File: config.mk
export PLATFORM = sky130hd
export DESIGN_NAME = key_event_queue
export DESIGN_NICKNAME = d
export VERILOG_FILES = /design/src/rtl/key_event_queue.sv
export SDC_FILE = /design/constraint.sdc
export NUM_CORES = 1
export LEC_CHECK = 0
export CORE_ASPECT_RATIO = 2
export CORE_MARGIN = 1
export CORE_UTILIZATION = 56
export CTS_BUF_LIST = sky130_fd_sc_hd__clkbuf_16
export CTS_CLUSTER_DIAMETER = 200
export CTS_CLUSTER_SIZE = 10
export DETAILED_ROUTE_END_ITERATION = 8
export PLACE_DENSITY = 0.77
export SYNTH_ARGS = -nofsm -noshare
export SYNTH_HDL_FRONTEND = slang
export SYNTH_SLANG_ARGS = --single-unit
File: constraint.sdc
create_clock -name clk -period 3.1 [get_ports clk]
set_input_delay 0.465 -clock clk [delete_from_list [all_inputs] [get_ports clk]]
set_output_delay 0.465 -clock clk [all_outputs]
set_load 0.02 [all_outputs]
File: src/rtl/key_event_queue.sv
// Queues debounced key press/release flags into an ordered event FIFO and tracks the held-key mask.
// Latency: flag at edge k -> pending slot after k -> FIFO write at k+1, so ev_valid is high 2 cycles after the flag.
// Backpressure: ev_valid/ev_ready drain; a full FIFO stalls the arbiter, and a re-flagged busy slot is dropped (sticky overflow).
// Optional feature: KEY_EVT_TIMESTAMP_EN adds a 16-bit free-running cycle stamp carried with each event on ev_time.
module key_event_queue #(
    parameter int NKEYS = 8,
    parameter int KW    = 3,
    parameter int DEPTH = 8
) (
    input  logic                     clk,
    input  logic                     rst,
    input  logic [NKEYS-1:0]         press_flag,
    input  logic [NKEYS-1:0]         release_flag,
    output logic                     ev_valid,
    input  logic                     ev_ready,
    output logic [KW-1:0]            ev_key,
    output logic                     ev_press,
`ifdef KEY_EVT_TIMESTAMP_EN
    output logic [15:0]              ev_time,
`endif
    output logic [NKEYS-1:0]         held,
    output logic [$clog2(DEPTH):0]   count,
    output logic                     overflow,
    input  logic                     ovf_clr
);

    localparam int PW = $clog2(DEPTH);
    localparam int CW = PW + 1;
    localparam logic [CW-1:0] FULL_CNT = CW'(DEPTH);

    typedef struct packed {
`ifdef KEY_EVT_TIMESTAMP_EN
        logic [15:0] ts;
`endif
        logic [KW-1:0] key;
        logic          press;
    } entry_t;

    // Pending slots, one per key
    logic [NKEYS-1:0] slot_vld_q, slot_vld_d;
    logic [NKEYS-1:0] slot_press_q, slot_press_d;
`ifdef KEY_EVT_TIMESTAMP_EN
    logic [15:0]      slot_ts_q [NKEYS];
    logic [15:0]      slot_ts_d [NKEYS];
    logic [15:0]      ts_q, ts_d;
`endif

    // FIFO state
    entry_t           mem_q [DEPTH];
    entry_t           mem_d [DEPTH];
    logic [PW-1:0]    wr_ptr_q, wr_ptr_d;
    logic [PW-1:0]    rd_ptr_q, rd_ptr_d;
    logic [CW-1:0]    count_q, count_d;

    logic [NKEYS-1:0] held_q, held_d;
    logic             overflow_q, overflow_d;

    // Arbiter outputs
    logic [NKEYS-1:0] grant;
    logic [NKEYS-1:0] drain;
    logic             sel_vld;
    logic [KW-1:0]    sel_key;
    logic             sel_press;
`ifdef KEY_EVT_TIMESTAMP_EN
    logic [15:0]      sel_ts;
`endif
    logic             push;
    logic             pop;
    logic             drop;
    logic             flag_any;
    entry_t           wr_entry;
    entry_t           head;

    // Fixed-priority arbiter: lowest-index pending slot wins
    always_comb begin
        grant     = '0;
        sel_vld   = 1'b0;
        sel_key   = '0;
        sel_press = 1'b0;
`ifdef KEY_EVT_TIMESTAMP_EN
        sel_ts    = '0;
`endif
        for (int i = 0; i < NKEYS; i++) begin
            if (slot_vld_q[i] && !sel_vld) begin
                sel_vld   = 1'b1;
                grant[i]  = 1'b1;
                sel_key   = KW'(i);
                sel_press = slot_press_q[i];
`ifdef KEY_EVT_TIMESTAMP_EN
                sel_ts    = slot_ts_q[i];
`endif
            end
        end
        // A full FIFO blocks the write even if a pop happens this cycle
        push  = sel_vld && (count_q != FULL_CNT);
        drain = push ? grant : '0;
        pop   = (count_q != '0) && ev_ready;
    end

    // Slot capture/drain and overflow detection
    always_comb begin
        slot_vld_d   = slot_vld_q;
        slot_press_d = slot_press_q;
`ifdef KEY_EVT_TIMESTAMP_EN
        slot_ts_d    = slot_ts_q;
`endif
        drop     = 1'b0;
        flag_any = 1'b0;
        for (int i = 0; i < NKEYS; i++) begin
            flag_any = press_flag[i] || release_flag[i];
            // Conflicting flags: press wins but the release is lost
            if (press_flag[i] && release_flag[i]) begin
                drop = 1'b1;
            end
            if (flag_any) begin
                if (slot_vld_q[i] && !drain[i]) begin
                    // Older event is kept; the new one is lost
                    drop = 1'b1;
                end else begin
                    slot_vld_d[i]   = 1'b1;
                    slot_press_d[i] = press_flag[i];
`ifdef KEY_EVT_TIMESTAMP_EN
                    slot_ts_d[i]    = ts_q;
`endif
                end
            end else if (drain[i]) begin
                slot_vld_d[i] = 1'b0;
            end
        end
    end

    // FIFO pointers/occupancy, held mask, sticky overflow, cycle stamp
    always_comb begin
        wr_entry       = '0;
        wr_entry.key   = sel_key;
        wr_entry.press = sel_press;
`ifdef KEY_EVT_TIMESTAMP_EN
        wr_entry.ts    = sel_ts;
        ts_d           = ts_q + 16'd1;
`endif
        mem_d    = mem_q;
        wr_ptr_d = wr_ptr_q;
        rd_ptr_d = rd_ptr_q;
        held_d   = held_q;
        if (push) begin
            mem_d[wr_ptr_q] = wr_entry;
            wr_ptr_d        = wr_ptr_q + PW'(1);
            held_d          = sel_press ? (held_q | grant) : (held_q & ~grant);
        end
        if (pop) begin
            rd_ptr_d = rd_ptr_q + PW'(1);
        end
        count_d    = count_q + CW'(push) - CW'(pop);
        overflow_d = drop ? 1'b1 : (ovf_clr ? 1'b0 : overflow_q);
    end

    // State registers with asynchronous active-low reset
    always_ff @(posedge clk or negedge rst) begin
        if (!rst) begin
            slot_vld_q   <= '0;
            slot_press_q <= '0;
            wr_ptr_q     <= '0;
            rd_ptr_q     <= '0;
            count_q      <= '0;
            held_q       <= '0;
            overflow_q   <= 1'b0;
            for (int i = 0; i < DEPTH; i++) begin
                mem_q[i] <= '0;
            end
`ifdef KEY_EVT_TIMESTAMP_EN
            ts_q <= '0;
            for (int i = 0; i < NKEYS; i++) begin
                slot_ts_q[i] <= '0;
            end
`endif
        end else begin
            slot_vld_q   <= slot_vld_d;
            slot_press_q <= slot_press_d;
            wr_ptr_q     <= wr_ptr_d;
            rd_ptr_q     <= rd_ptr_d;
            count_q      <= count_d;
            held_q       <= held_d;
            overflow_q   <= overflow_d;
            mem_q        <= mem_d;
`ifdef KEY_EVT_TIMESTAMP_EN
            ts_q      <= ts_d;
            slot_ts_q <= slot_ts_d;
`endif
        end
    end

    // Show-ahead head; fields forced to zero while the FIFO is empty
    always_comb begin
        head     = mem_q[rd_ptr_q];
        ev_valid = (count_q != '0);
        ev_key   = ev_valid ? head.key : '0;
        ev_press = ev_valid ? head.press : 1'b0;
`ifdef KEY_EVT_TIMESTAMP_EN
        ev_time  = ev_valid ? head.ts : '0;
`endif
        held     = held_q;
        count    = count_q;
        overflow = overflow_q;
    end

endmodule

# Word-level counts from Yosys, hierarchy flattened
# Index checks and enable logic that the tools add are counted.
[totals] register_bits=67 in_bits=20 out_inout_bits=18 wordCells=231
[classes] addsub=4 order_cmp=3 eq_ne=9 mux=90 bitwise=13 reduce_logical=75
[op_table] operator="1-bit 2-to-1 mux" n=75
[op_table] operator="32-bit bitwise mux" n=1
[op_table] operator="2-bit AND reduction" n=16
[op_table] operator="1-bit logical AND" n=26
[op_table] operator="3-bit 2-to-1 mux" n=7
[op_table] operator="2-bit nonzero test" n=9
[op_table] operator="8-bit 2-to-1 mux" n=2
[op_table] operator="2-bit != test (second input constant)" n=8
[op_table] operator="1-bit logical NOT" n=15
[op_table] operator="4-bit binary-select mux with 3-bit select" n=1
[op_table] operator="4-bit demux with 3-bit select" n=1
[op_table] operator="4-bit 2-to-1 mux" n=3
[op_table] operator="8-bit AND" n=1
[op_table] operator="4-bit greater-or-equal comparator (second input constant)" n=2
[op_table] operator="1-bit logical OR" n=8
[op_table] operator="1-bit inverter" n=8
[op_table] operator="3-bit inverter with 4-bit output" n=2
[op_table] operator="8-bit inverter" n=1
[op_table] operator="8-bit bitwise OR" n=1
[op_table] operator="3-bit by 1-bit adder with 3-bit output (second input constant)" n=2
[op_table] operator="4-bit by 1-bit adder with 4-bit output" n=1
[op_table] operator="4-bit by 1-bit less-than comparator with 1-bit output (second input constant)" n=1
[op_table] operator="4-bit != test (second input constant)" n=1
[op_table] operator="4-bit nonzero test" n=1
[op_table] operator="4-bit by 1-bit subtractor with 4-bit output" n=1

# Longest topological paths before layout
[depth] ltp_word=50 mapped_depth=12

# Worst setup path after synthesis
# Ideal clock, no wire load.
[synth_timing] path_kind="flip-flop to flip-flop" from="register count_q[2] (netlist: count[2])" to="register count_q[2] (netlist: count[2])" setup_ns=0.123 arrival_time_ns=2.701 t_required_ns=2.977 path_slack_ns=0.277 path_stages_with_launch=12 n_path_buf=0 synth_period_minus_slack_ns=2.823 cell_sequence="dfrtp_1 inv_1 ha_1 nor3b_1 a31oi_1 inv_1 ha_1 inv_1 ha_1 inv_1 fa_1 xnor2_1"
[synth_between] elab_chain_len=4 elab_cells_between_ends=6 classes_between="add/sub: 2; eq/ne: 1; reduce/logical: 3"
[synth_lines] element="from (decl)" line_no="53" text="logic [CW-1:0] count_q, count_d;"
[synth_lines] element="from (signal assigned)" line_no="181" text="count_q <= count_d;"
[synth_lines] element="4-bit != test" line_no="95" text="push = sel_vld && (count_q != FULL_CNT);"
[synth_lines] element="1-bit logical AND" line_no="95"
[synth_lines] element="4-bit by 1-bit adder with 4-bit output" line_no="153" text="count_d = count_q + CW'(push) - CW'(pop);"
[synth_lines] element="4-bit by 1-bit subtractor with 4-bit output (*)" line_no="153"
[synth_lines] element="net count_d[2]" line_no="53"
# The timed path passes the listed nets; every way through them passes the cells marked *.
# A chain may end at the register's enable or synchronous reset.

# Worst setup path in the final report
[layout_timing] from="register rd_ptr_q[0]" to="output ev_key[2]"
[layout_between] elab_chain_len=5
[layout_lines] element="from (decl)" line_no="52" text="logic [PW-1:0] rd_ptr_q, rd_ptr_d;"
[layout_lines] element="from (signal assigned)" line_no="180" text="rd_ptr_q <= rd_ptr_d;"
[layout_lines] element="3-bit inverter with 4-bit output (implied by the code)" line_no="194" text="head = mem_q[rd_ptr_q];"
[layout_lines] element="4-bit binary-select mux with 3-bit select" line_no="194"
[layout_lines] element="4-bit 2-to-1 mux (implied by the code) (2 in a row)" line_no="194"
[layout_lines] element="3-bit 2-to-1 mux" line_no="196" text="ev_key = ev_valid ? head.key : '0;"
[layout_lines] element="to (decl)" line_no="16" text="output logic [KW-1:0] ev_key,"
# Every way passes these cells. The select of a mux whose other input is x is not followed.

==> flow_results.xml <==
<?xml version="1.0" encoding="UTF-8"?>
<metrics>
  <group name="outcome">
    <metric name="outcome" unit="">complete, no violations</metric>
  </group>
  <group name="global_routing">
    <metric name="global_route.usage.total" unit="">0.267</metric>
    <metric name="grt_pass1_vias" unit="">2509</metric>
    <metric name="grt_antenna_before_repair" unit="">0</metric>
    <metric name="largest_net_degree_at_the_start_of_global_routing" unit="">60</metric>
    <metric name="grt-ovfl-total" unit="">0</metric>
    <metric name="grt_pass1_wl" unit="microns">12400</metric>
  </group>
  <group name="layout">
    <metric name="n_antenna_cell" unit="">0</metric>
    <metric name="finish.net_count" unit="">363</metric>
    <metric name="drive_gt1_frac" unit="">0.224</metric>
    <metric name="fillers" unit="">415</metric>
    <metric name="area_growth_syn_to_layout" unit="%">23.0</metric>
    <metric name="layout_common_cells" unit="">67 x sky130_fd_sc_hd__dfrtp_1, 43 x sky130_fd_sc_hd__mux2_2, 36 x sky130_fd_sc_hd__clkdlybuf4s50_1</metric>
    <metric name="most_common_library_cell_in_the_layout_ignoring_fill_and_taps" unit="">sky130_fd_sc_hd__dfrtp_1</metric>
  </group>
  <group name="routing">
    <metric name="count_of_antenna_violating_nets_left_after_detailed_routing" unit="">0</metric>
    <metric name="post-route-drc-count" unit="">0</metric>
    <metric name="first_iter_violations" unit="">72</metric>
    <metric name="firstDrtPassIters" unit="">4</metric>
    <metric name="drt-vias-per-instance" unit="">6.03</metric>
    <metric name="drt_wl_total" unit="microns">7340</metric>
    <metric name="avgRoutedWirePerCell" unit="microns">18.4</metric>
    <metric name="num_vias" unit="">2412</metric>
  </group>
  <group name="sta">
    <metric name="max_freq" unit="MHz">354</metric>
    <metric name="finalHoldWorstSlack" unit="ns">0.499</metric>
    <metric name="post-route-period-util" unit="">0.912</metric>
    <metric name="setup-tns-final" unit="ns">0</metric>
    <metric name="grt_setup_unrepaired" unit="">false</metric>
    <metric name="timing.final.setup_violations" unit="">0</metric>
    <metric name="period_needed" unit="ns">2.83</metric>
    <metric name="finalHoldViolCount" unit="">0</metric>
    <metric name="max_slew.worst_pin.slew" unit="ns">0.767</metric>
    <metric name="final_max_slew_viols" unit="">0</metric>
    <metric name="skew" unit="ns">0.00460</metric>
    <metric name="relSlewSlack" unit="">0.482</metric>
  </group>
  <group name="pwr">
    <metric name="intPower" unit="mW">2.36</metric>
    <metric name="p_clk_frac" unit="">0.273</metric>
    <metric name="power_switching_share" unit="">0.321</metric>
    <metric name="worst_ir_drop_vdd" unit="uV">732</metric>
    <metric name="power.leakage" unit="nW">1.81</metric>
    <metric name="pwr-share-comb" unit="">0.341</metric>
    <metric name="p_sw" unit="mW">1.11</metric>
    <metric name="sequentialPowerShare" unit="">0.386</metric>
    <metric name="total_power" unit="mW">3.48</metric>
    <metric name="powerDensity" unit="mW/mm^2">848</metric>
  </group>
  <group name="clock_tree">
    <metric name="post_cts_buffers" unit="">0</metric>
    <metric name="clk_pin_slew_worst_paths" unit="ns">0.05</metric>
    <metric name="cts_sinks" unit="">67</metric>
    <metric name="buffer_cell_driving_the_clock_tree_root" unit="">sky130_fd_sc_hd__clkbuf_16</metric>
    <metric name="clk_path_buf_depth" unit="">2</metric>
    <metric name="skew_pair_late_insertion_delay" unit="ns">0.33</metric>
    <metric name="cts_inserted_buffers" unit="">9</metric>
    <metric name="cts_max_level" unit="">3</metric>
    <metric name="cts_tree" unit="">built</metric>
  </group>
  <group name="floorplan">
    <metric name="fp.coreArea" unit="sq mm">0.00571</metric>
    <metric name="die_area" unit="sq mm">0.00628</metric>
    <metric name="floorplan.die.width" unit="microns">56.6</metric>
    <metric name="top_level_ports" unit="">38</metric>
    <metric name="initial_utilization" unit="">0.584</metric>
    <metric name="core.rowCount" unit="">39</metric>
    <metric name="die_height" unit="microns">111</metric>
  </group>
  <group name="worst_setup_path">
    <metric name="cp_cell_sequence" unit="">mux4_2, mux2i_1, nor2_1, clkdlybuf4s50_1</metric>
    <metric name="timing_worst_setup_path_type" unit="">flip-flop to primary output</metric>
    <metric name="cp_slowest_cell" unit="">sky130_fd_sc_hd__dfrtp_1</metric>
    <metric name="rr_startpoint" unit="">slot_vld_q[1]</metric>
    <metric name="setup.worst_path.start" unit="">rd_ptr_q[0]</metric>
    <metric name="worst_setup_path_end_kind" unit="">primary output</metric>
    <metric name="required" unit="ns">2.63</metric>
    <metric name="cp_max_fanout" unit="">10</metric>
    <metric name="critPathMaxStageDelay" unit="ns">0.71</metric>
    <metric name="critPathLaunchType" unit="">flip-flop</metric>
    <metric name="timing.critical_path.arrival" unit="ns">2.36</metric>
  </group>
  <group name="logic_synthesis">
    <metric name="synth_enable_flop_cells" unit="">0</metric>
    <metric name="synth_cells" unit="">284</metric>
    <metric name="yosys_most_used_dff" unit="">sky130_fd_sc_hd__dfrtp_1</metric>
    <metric name="post_synth.cell_area_avg" unit="sq um">11.7</metric>
    <metric name="netlist_area" unit="sq mm">0.00333</metric>
    <metric name="ys.warnings.count" unit="">0</metric>
    <metric name="synth_seq_cells" unit="">67</metric>
    <metric name="synth-async-reset-ratio" unit="">1.00</metric>
    <metric name="yosys.cell_types.count" unit="">40</metric>
    <metric name="synth_fp_nets" unit="">313</metric>
    <metric name="yosysSeqAreaShare" unit="">0.503</metric>
  </group>
  <group name="job">
    <metric name="max-cap-violations" unit="">0</metric>
  </group>
  <group name="hold_path">
    <metric name="hp-start" unit="">slot_press_q[0]</metric>
    <metric name="min-delay-path-class" unit="">flip-flop to flip-flop</metric>
  </group>
  <group name="place">
    <metric name="finalWeightedCongestion" unit="">0.817</metric>
    <metric name="port_buffers" unit="">37</metric>
    <metric name="dp.final_hpwl" unit="microns">5500</metric>
  </group>
</metrics>
[stage by stage]
stage | std cells | util | worst slack (ns) | instance area (sq um)
floorplan | 284 | - | 0.277 | 3330
global route | 400 | 0.718 | 0.130 | 4100
finish | 400 | 0.718 | 0.273 | 4100
CTS | 400 | 0.718 | 0.229 | 4100
global placement | 383 | 0.668 | 0.559 | 3810
detailed placement | 383 | 0.668 | 0.550 | 3810
[routing by layer]
metal	part of all wire	track usage	up-vias
li1	-	-	1128
met1	0.34	0.275	1188
met2	0.58	0.483	74
met3	0.032	0.0548	22
met4	0.047	0.148	0
met5	0	0	-
[synthesized netlist by cell type, types with 2 or more instances]
cell type	count	area (sq um)
sky130_fd_sc_hd__xnor2_1	5	43.8
sky130_fd_sc_hd__mux4_2	8	180
sky130_fd_sc_hd__a22o_1	10	87.6
sky130_fd_sc_hd__nor2_1	25	93.8
sky130_fd_sc_hd__ha_1	8	100
sky130_fd_sc_hd__nor4_1	2	12.5
sky130_fd_sc_hd__o21ai_0	10	50.1
sky130_fd_sc_hd__nand3_1	6	30.0
sky130_fd_sc_hd__a21oi_1	4	20.0
sky130_fd_sc_hd__buf_2	5	25.0
sky130_fd_sc_hd__nand2_1	34	128
sky130_fd_sc_hd__clkbuf_1	5	18.8
sky130_fd_sc_hd__nor2b_1	3	18.8
sky130_fd_sc_hd__inv_1	11	41.3
sky130_fd_sc_hd__mux2_2	43	484
sky130_fd_sc_hd__o22ai_1	2	12.5
sky130_fd_sc_hd__nand3b_1	3	22.5
sky130_fd_sc_hd__mux2i_1	4	40.0
sky130_fd_sc_hd__dfrtp_1	67	1680
sky130_fd_sc_hd__nor3_1	5	25.0
sky130_fd_sc_hd__nor3b_1	4	30.0
sky130_fd_sc_hd__a211oi_1	2	15.0
[what timing repair did]
item | in CTS | in global routing
gates resized for setup | 0 | 0
hold buffers | 1 | 0
endpoints found under the hold margin | 8 | 0
[layout make-up]
type / count / area [sq um] / share of cell area
Clock buffer: 9 / 225 / 0.0549
Clock inverter: 7 / 52.6 / 0.0128
Inverter: 11 / 41.3 / 0.0101
Multi-Input combinational cell: 196 / 1570 / 0.383
Sequential cell: 67 / 1680 / 0.409
Tap cell: 61 / 76.3 / 0.0186
Timing Repair Buffer: 49 / 458 / 0.112
[power by group through the flow]
| stage | registers [mW] | logic, mW | clock network [mW] |
|---|---|---|---|
| after global routing | 1.37 | 1.29 | 1.01 |
| final | 1.34 | 1.19 | 0.949 |
| after detailed placement | 1.35 | 1.19 | 0 |
| after CTS | 1.34 | 1.20 | 0.958 |
| after global placement | 1.33 | 1.17 | 0 |
| after floorplan | 1.27 | 0.818 | 0 |
[logic make-up after synthesis]
logic type	count (synthesis)	share of synthesized area
muxes	55	0.211
DFF	67	0.503
adders and majority gates	9	0.0360
xor gates and xnor gates	6	0.0158
and+or+nand+nor	87	0.119
AOI/OAI and AO/OA	39	0.0897
buffers and inverters	21	0.0255
[path summary, 6_finish.rpt]
path,endpoint,slack [ns],cells past startpoint
max,ev_key[2],0.27,4
min,slot_press_q[0],0.50,1
max reg2reg,mem_q[8],0.52,5
min reg2reg,slot_press_q[0],0.50,1
max in group asynchronous,asynchronous set/reset pin,1.60,3
min in group asynchronous,rd_ptr_q[0],0.52,2
[worst max-delay path: cells and delay by family (launching register included)]
kind / cells / cell delay [ns]
buf+inv: 1 / 0.53
flops: 1 / 0.71
mux: 2 / 0.74
simple gates: 1 / 0.05
Power figures use the tool's default switching activity.
==> variant 1, RTL diff (same flow settings) <==
Set the parameter `DEPTH` to 4 (it was 8).
--- a/src/rtl/key_event_queue.sv
+++ b/src/rtl/key_event_queue.sv
@@ -7,3 +7,3 @@
     parameter int KW    = 3,
-    parameter int DEPTH = 8
+    parameter int DEPTH = 4
 ) (
Interface: changed (resized count); port bits go from 38 to 37. The function was not compared with the original's and may differ.
==> variant 1 against the original RTL <==
  * Synthesized area down 29%
  * Die area down 28%
  * Total power down 37%
  * Sequential cell count down 19
  * Setup slack better by 300 ps
  * Via count down 21%
  * Non-clock buffer count down 10
  * Synthesized cell count down 15%
  * Clock skew down 1.1 ps
  * Routed wire length down 29%
  * Worst hold slack worse by 130 ps
  * Cell area down 29%
  * Clock power down 47%
  * Critical endpoint is now ev_key[0]
  * Largest cell class unchanged
  * Largest power group unchanged
==> variant 1: results <==
group,metric,value,unit
global_route,met2_usage,45.2,%
routing,met1_length,1890,um
critical_path,critPathArrivalTime,2060,ps
placed_design,place_area,2780,um^2
critical_path,rr_worst_depth,9,
power,sw_frac_of_total,34.5,%
critical_path,max_stage_delay,550,ps
global_route,grt_first_pass_wirelength,8400,um
synthesis,synthDistinctLibCells,42,
critical_path,timing.rr.start,"count[1]",
global_route,use_met1,29.5,%
routing,wl,5200,um
routing,dr_wl_met2,2990,um
synthesis,synth.area.top_cells,"dfrtp_1 51%, nand2_1 7.8%, o21ai_0 6.6%",
clock_network,h-tree-depth,2,
synthesis,synth_fp_nets,267,
routing,detail_route.first_pass.iterations,4,
timing,fin_worst_skew,3.53,ps
routing,wl_met3,117,um
cells_and_area,drive_gt1_share,6.43,%
critical_path,timing.critical_path.fanout_max,6,
clock_network,clkLatencyLatePin,280,ps
power,ir_drop,0.000474,V
power,p_leak,0.00125,uW
power,intPower,1440,uW
status,status,"complete, no violations",
placed_design,place_congestion,0.844,
min_path,hold_class,"in2async",
power,pg_comb,800,uW
routing,drt_iter0_drc,64,
global_route,grt_use_total,26.4,%
synthesis,synth_cells,240,
placed_design,post-place-ws,645,ps
critical_path,r2r-end,"count[2]",
clock_network,cts_buffers,5,
timing,whs,371,ps
power,seq_cell_power,902,uW
critical_path,crit_path_end,"ev_key[0]",
synthesis,yosysSeqAreaShare,50.8,%
global_route,grt_max_degree,49,
global_route,grt_util_met3,3.27,%
routing,num_vias,1899,
critical_path,r2r_slack,660,ps
cells_and_area,fillers,319,
timing,tightest_slew,1050,ps
cells_and_area,stdcell_area,2920,um^2
placed_design,hpwl,3990,um
placed_design,io_buffers,36,
routing,viasPerCell,5.72,
global_route,grt_overflow_total,0,
cells_and_area,diodes,0,
synthesis,synth_commonest_cells,"49 x nand2_1, 48 x dfrtp_1, 31 x o21ai_0",
critical_path,critical-path-top-delay-family,"flip-flops",
-- variant 1: changes by cell type in the layout (fill, tap and decap cells not counted), moves of 8 or more --
cell,delta
mux2_2,-42
o21ai_0,+21
dfrtp_1,-19
nand2_1,+15
nor2_1,-12
buf_4,-8
-- variant 1: cells by family (layout without fill, tap and decap cells) --
family	Yosys count	in the layout	share of synthesized area [%]
AO/OA/AOI/OAI	69	69	18.4
multiplexers	6	6	4.71
flip-flops	48	48	50.8
AND/OR/NAND/NOR	86	86	17.2
XOR/XNOR	5	5	1.85
buffers and inverters	19	59	3.07
adder cells (fa/ha/maj)	7	7	4.02
-- variant 1: layout make-up --
class / count / area share, %
tap: 52 / 2.23
multi-input combinational: 173 / 37.4
timing repair buffer: 39 / 13.0
clock inverter: 2 / 0.300
inverter: 13 / 1.67
clock buffer: 5 / 4.29
sequential: 48 / 41.2
==> variant 2, RTL diff (same flow settings) <==
Without the edit above. Reset style: synchronous (`rst`), changed in one clocked block. Comments in the files are not updated.
--- a/src/rtl/key_event_queue.sv
+++ b/src/rtl/key_event_queue.sv
@@ -157,3 +157,3 @@
     // State registers with asynchronous active-low reset
-    always_ff @(posedge clk or negedge rst) begin
+    always_ff @(posedge clk) begin
         if (!rst) begin
Function: differs if rst is asserted again (counterexample within 4 cycles, from zero or initial values and one cycle with rst low); with rst held inactive, the same outputs for 4 cycles.
==> variant 2 against the original RTL <==
  * The flow now finishes with violations (DRC)
  * Setup slack worse by 90 ps
  * Non-clock buffer count decreased by 4
  * Cell area is 1.4% higher
  * Synthesized area up 2.9%
  * Sequential cell count unchanged
  * Total power fell by 11%
  * Sequential power is 17% lower
  * Routed wire length rose by 12%
  * Register-to-register slack better by 50 ps
  * Clock power increased by 14%
  * Synthesized cell count grew 27%
  * Critical path type unchanged
  * Critical endpoint is now ev_key[1]
==> variant 2: results <==
group,metric,value,unit
cells_and_area,diodes,0,
synthesis,synth_compound_area_share,16.8,%
critical_path,r2r_slack,570,ps
routing,viasPerCell,5.98,
placed_design,hpwl,6000,um
critical_path,max_stage_delay,740,ps
synthesis,syn-mean-instance-area,9.47,um^2
die,core-area,5960,um^2
synthesis,synth_commonest_cells,"67 x dfxtp_1, 40 x nor2b_1, 30 x nand2_1",
global_route,grt_pass1_vias,2745,
cells_and_area,final_cells,463,
timing,timing.slew.headroom,48.1,%
synthesis,yosysSeqAreaShare,39.1,%
synthesis,synth.area.top_cells,"dfxtp_1 39%, mux2i_1 8.2%, nor2b_1 7.3%",
global_route,grt_use_total,27.7,%
critical_path,crit_slowest_cell,"dfxtp_1",
routing,detail_route.first_pass.iterations,6,
routing,dr_wl_met2,4670,um
placed_design,dp_cells,447,
status,violations,"DRC",
power,p_leak,0.00163,uW
synthesis,synth_fp_nets,391,
status,status,"complete, but fails checks",
synthesis,synthDistinctLibCells,55,
clock_network,ctsLongestPathBuffers,2,
timing,setup_viol,0,
clock_network,cts_buffers,9,
global_route,grt_max_degree,33,
min_path,hold_class,"reg2reg",
routing,drt_iter0_drc,98,
routing,wl_per_cell,17.8,um
placed_design,place_congestion,0.844,
timing,fin_worst_skew,5.82,ps
global_route,grt_first_pass_wirelength,13200,um
routing,wl_met3,209,um
timing,whs,460,ps
routing,dr.max_layer_used,"met4",
synthesis,muxShareOfSynthArea,13.8,%
cells_and_area,drive_gt1_share,11.3,%
synthesis,synthArstFlopShare,0,%
cells_and_area,layout.nets,424,
critical_path,critPathArrivalTime,2450,ps
clock_network,root_buffer,"clkbuf_16",
synthesis,synth_adder_area_share,3.50,%
placed_design,place_area,3840,um^2
timing,tns,0,ps
routing,drc_errors,1,
synthesis,synthXorXnorAreaFrac,1.53,%
power,ir_drop,0.000538,V
routing,met1_length,2960,um
[variant 2: changes by cell type in the layout (fill, tap and decap cells not counted), moves of 6 or more]
cell,change
a22o_1,-10
a21boi_0,+18
dfrtp_1,-67
a22oi_1,+10
nand3_1,+6
mux2_2,-42
nor2b_1,+37
dfxtp_1,+67
mux2i_1,+24
o21bai_1,+8
[variant 2: layout make-up]
type                       instances  area, um^2
clock buffer                       9         225
clock inverter                     7        92.6
fill                             465        1800
inverter                          10        37.5
multi-input combinational        262        1950
sequential                        67        1340
tap                               63        78.8
timing repair buffer              45         430
[variant 2: cell families (layout without fill, tap and decap cells)]
family,Yosys count,after routing
AOI/OAI and AO/OA,75,75
xor gates and xnor gates,6,6
adders and majority gates,9,9
buffers and inverters,33,71
DFF,67,67
muxes,37,37
and+or+nand+nor,135,135
[variant 2: stage by stage]
stage / setup slack, ps / total power [uW]
3_3_place_gp: 264 / 1990
2_1_floorplan: 416 / 1720
3_5_place_dp: 190 / 2020
4_1_cts: 126 / 3110
6_report: 183 / 3090
5_1_grt: 74.4 / 3250
[variant 2: final timing paths]
| kind | startpoint | to | cells past startpoint |
|---|---|---|---|
| min reg2reg | mem_q[5] | mem_q[5] | 2 |
| min | mem_q[5] | mem_q[5] | 2 |
| max reg2reg | count[2] | count[2] | 11 |
| max | rd_ptr_q[0] | ev_key[1] | 4 |
[variant 2: layer usage]
| layer | vias to the layer above | global-route usage [%] |
|---|---|---|
| met4 | 0 | 17.6 |
| li1 | 1343 | - |
| met1 | 1311 | 27.6 |
| met5 | - | 0 |
| met2 | 78 | 50.5 |
| met3 | 35 | 5.53 |
[variant 2: power breakdown]
part / leakage, uW / switching, uW / internal (uW)
Clock: 0.000149 / 381 / 700
Combinational: 0.000933 / 467 / 432
Sequential: 0.000548 / 147 / 966
Total: 0.00163 / 995 / 2100
[variant 2: what timing repair did]
item / in CTS / in global routing
endpoints found under the setup margin: 0 / 2
hold buffers: 0 / 0
setup buffers: 0 / 0
resized for setup: 0 / 1
[variant 2: worst max-delay path: cells and delay by family (launching register included)]
family	cells	cell delay, ps
muxes	2	740
DFF	1	740
buffers and inverters	1	560
and+or+nand+nor	1	80
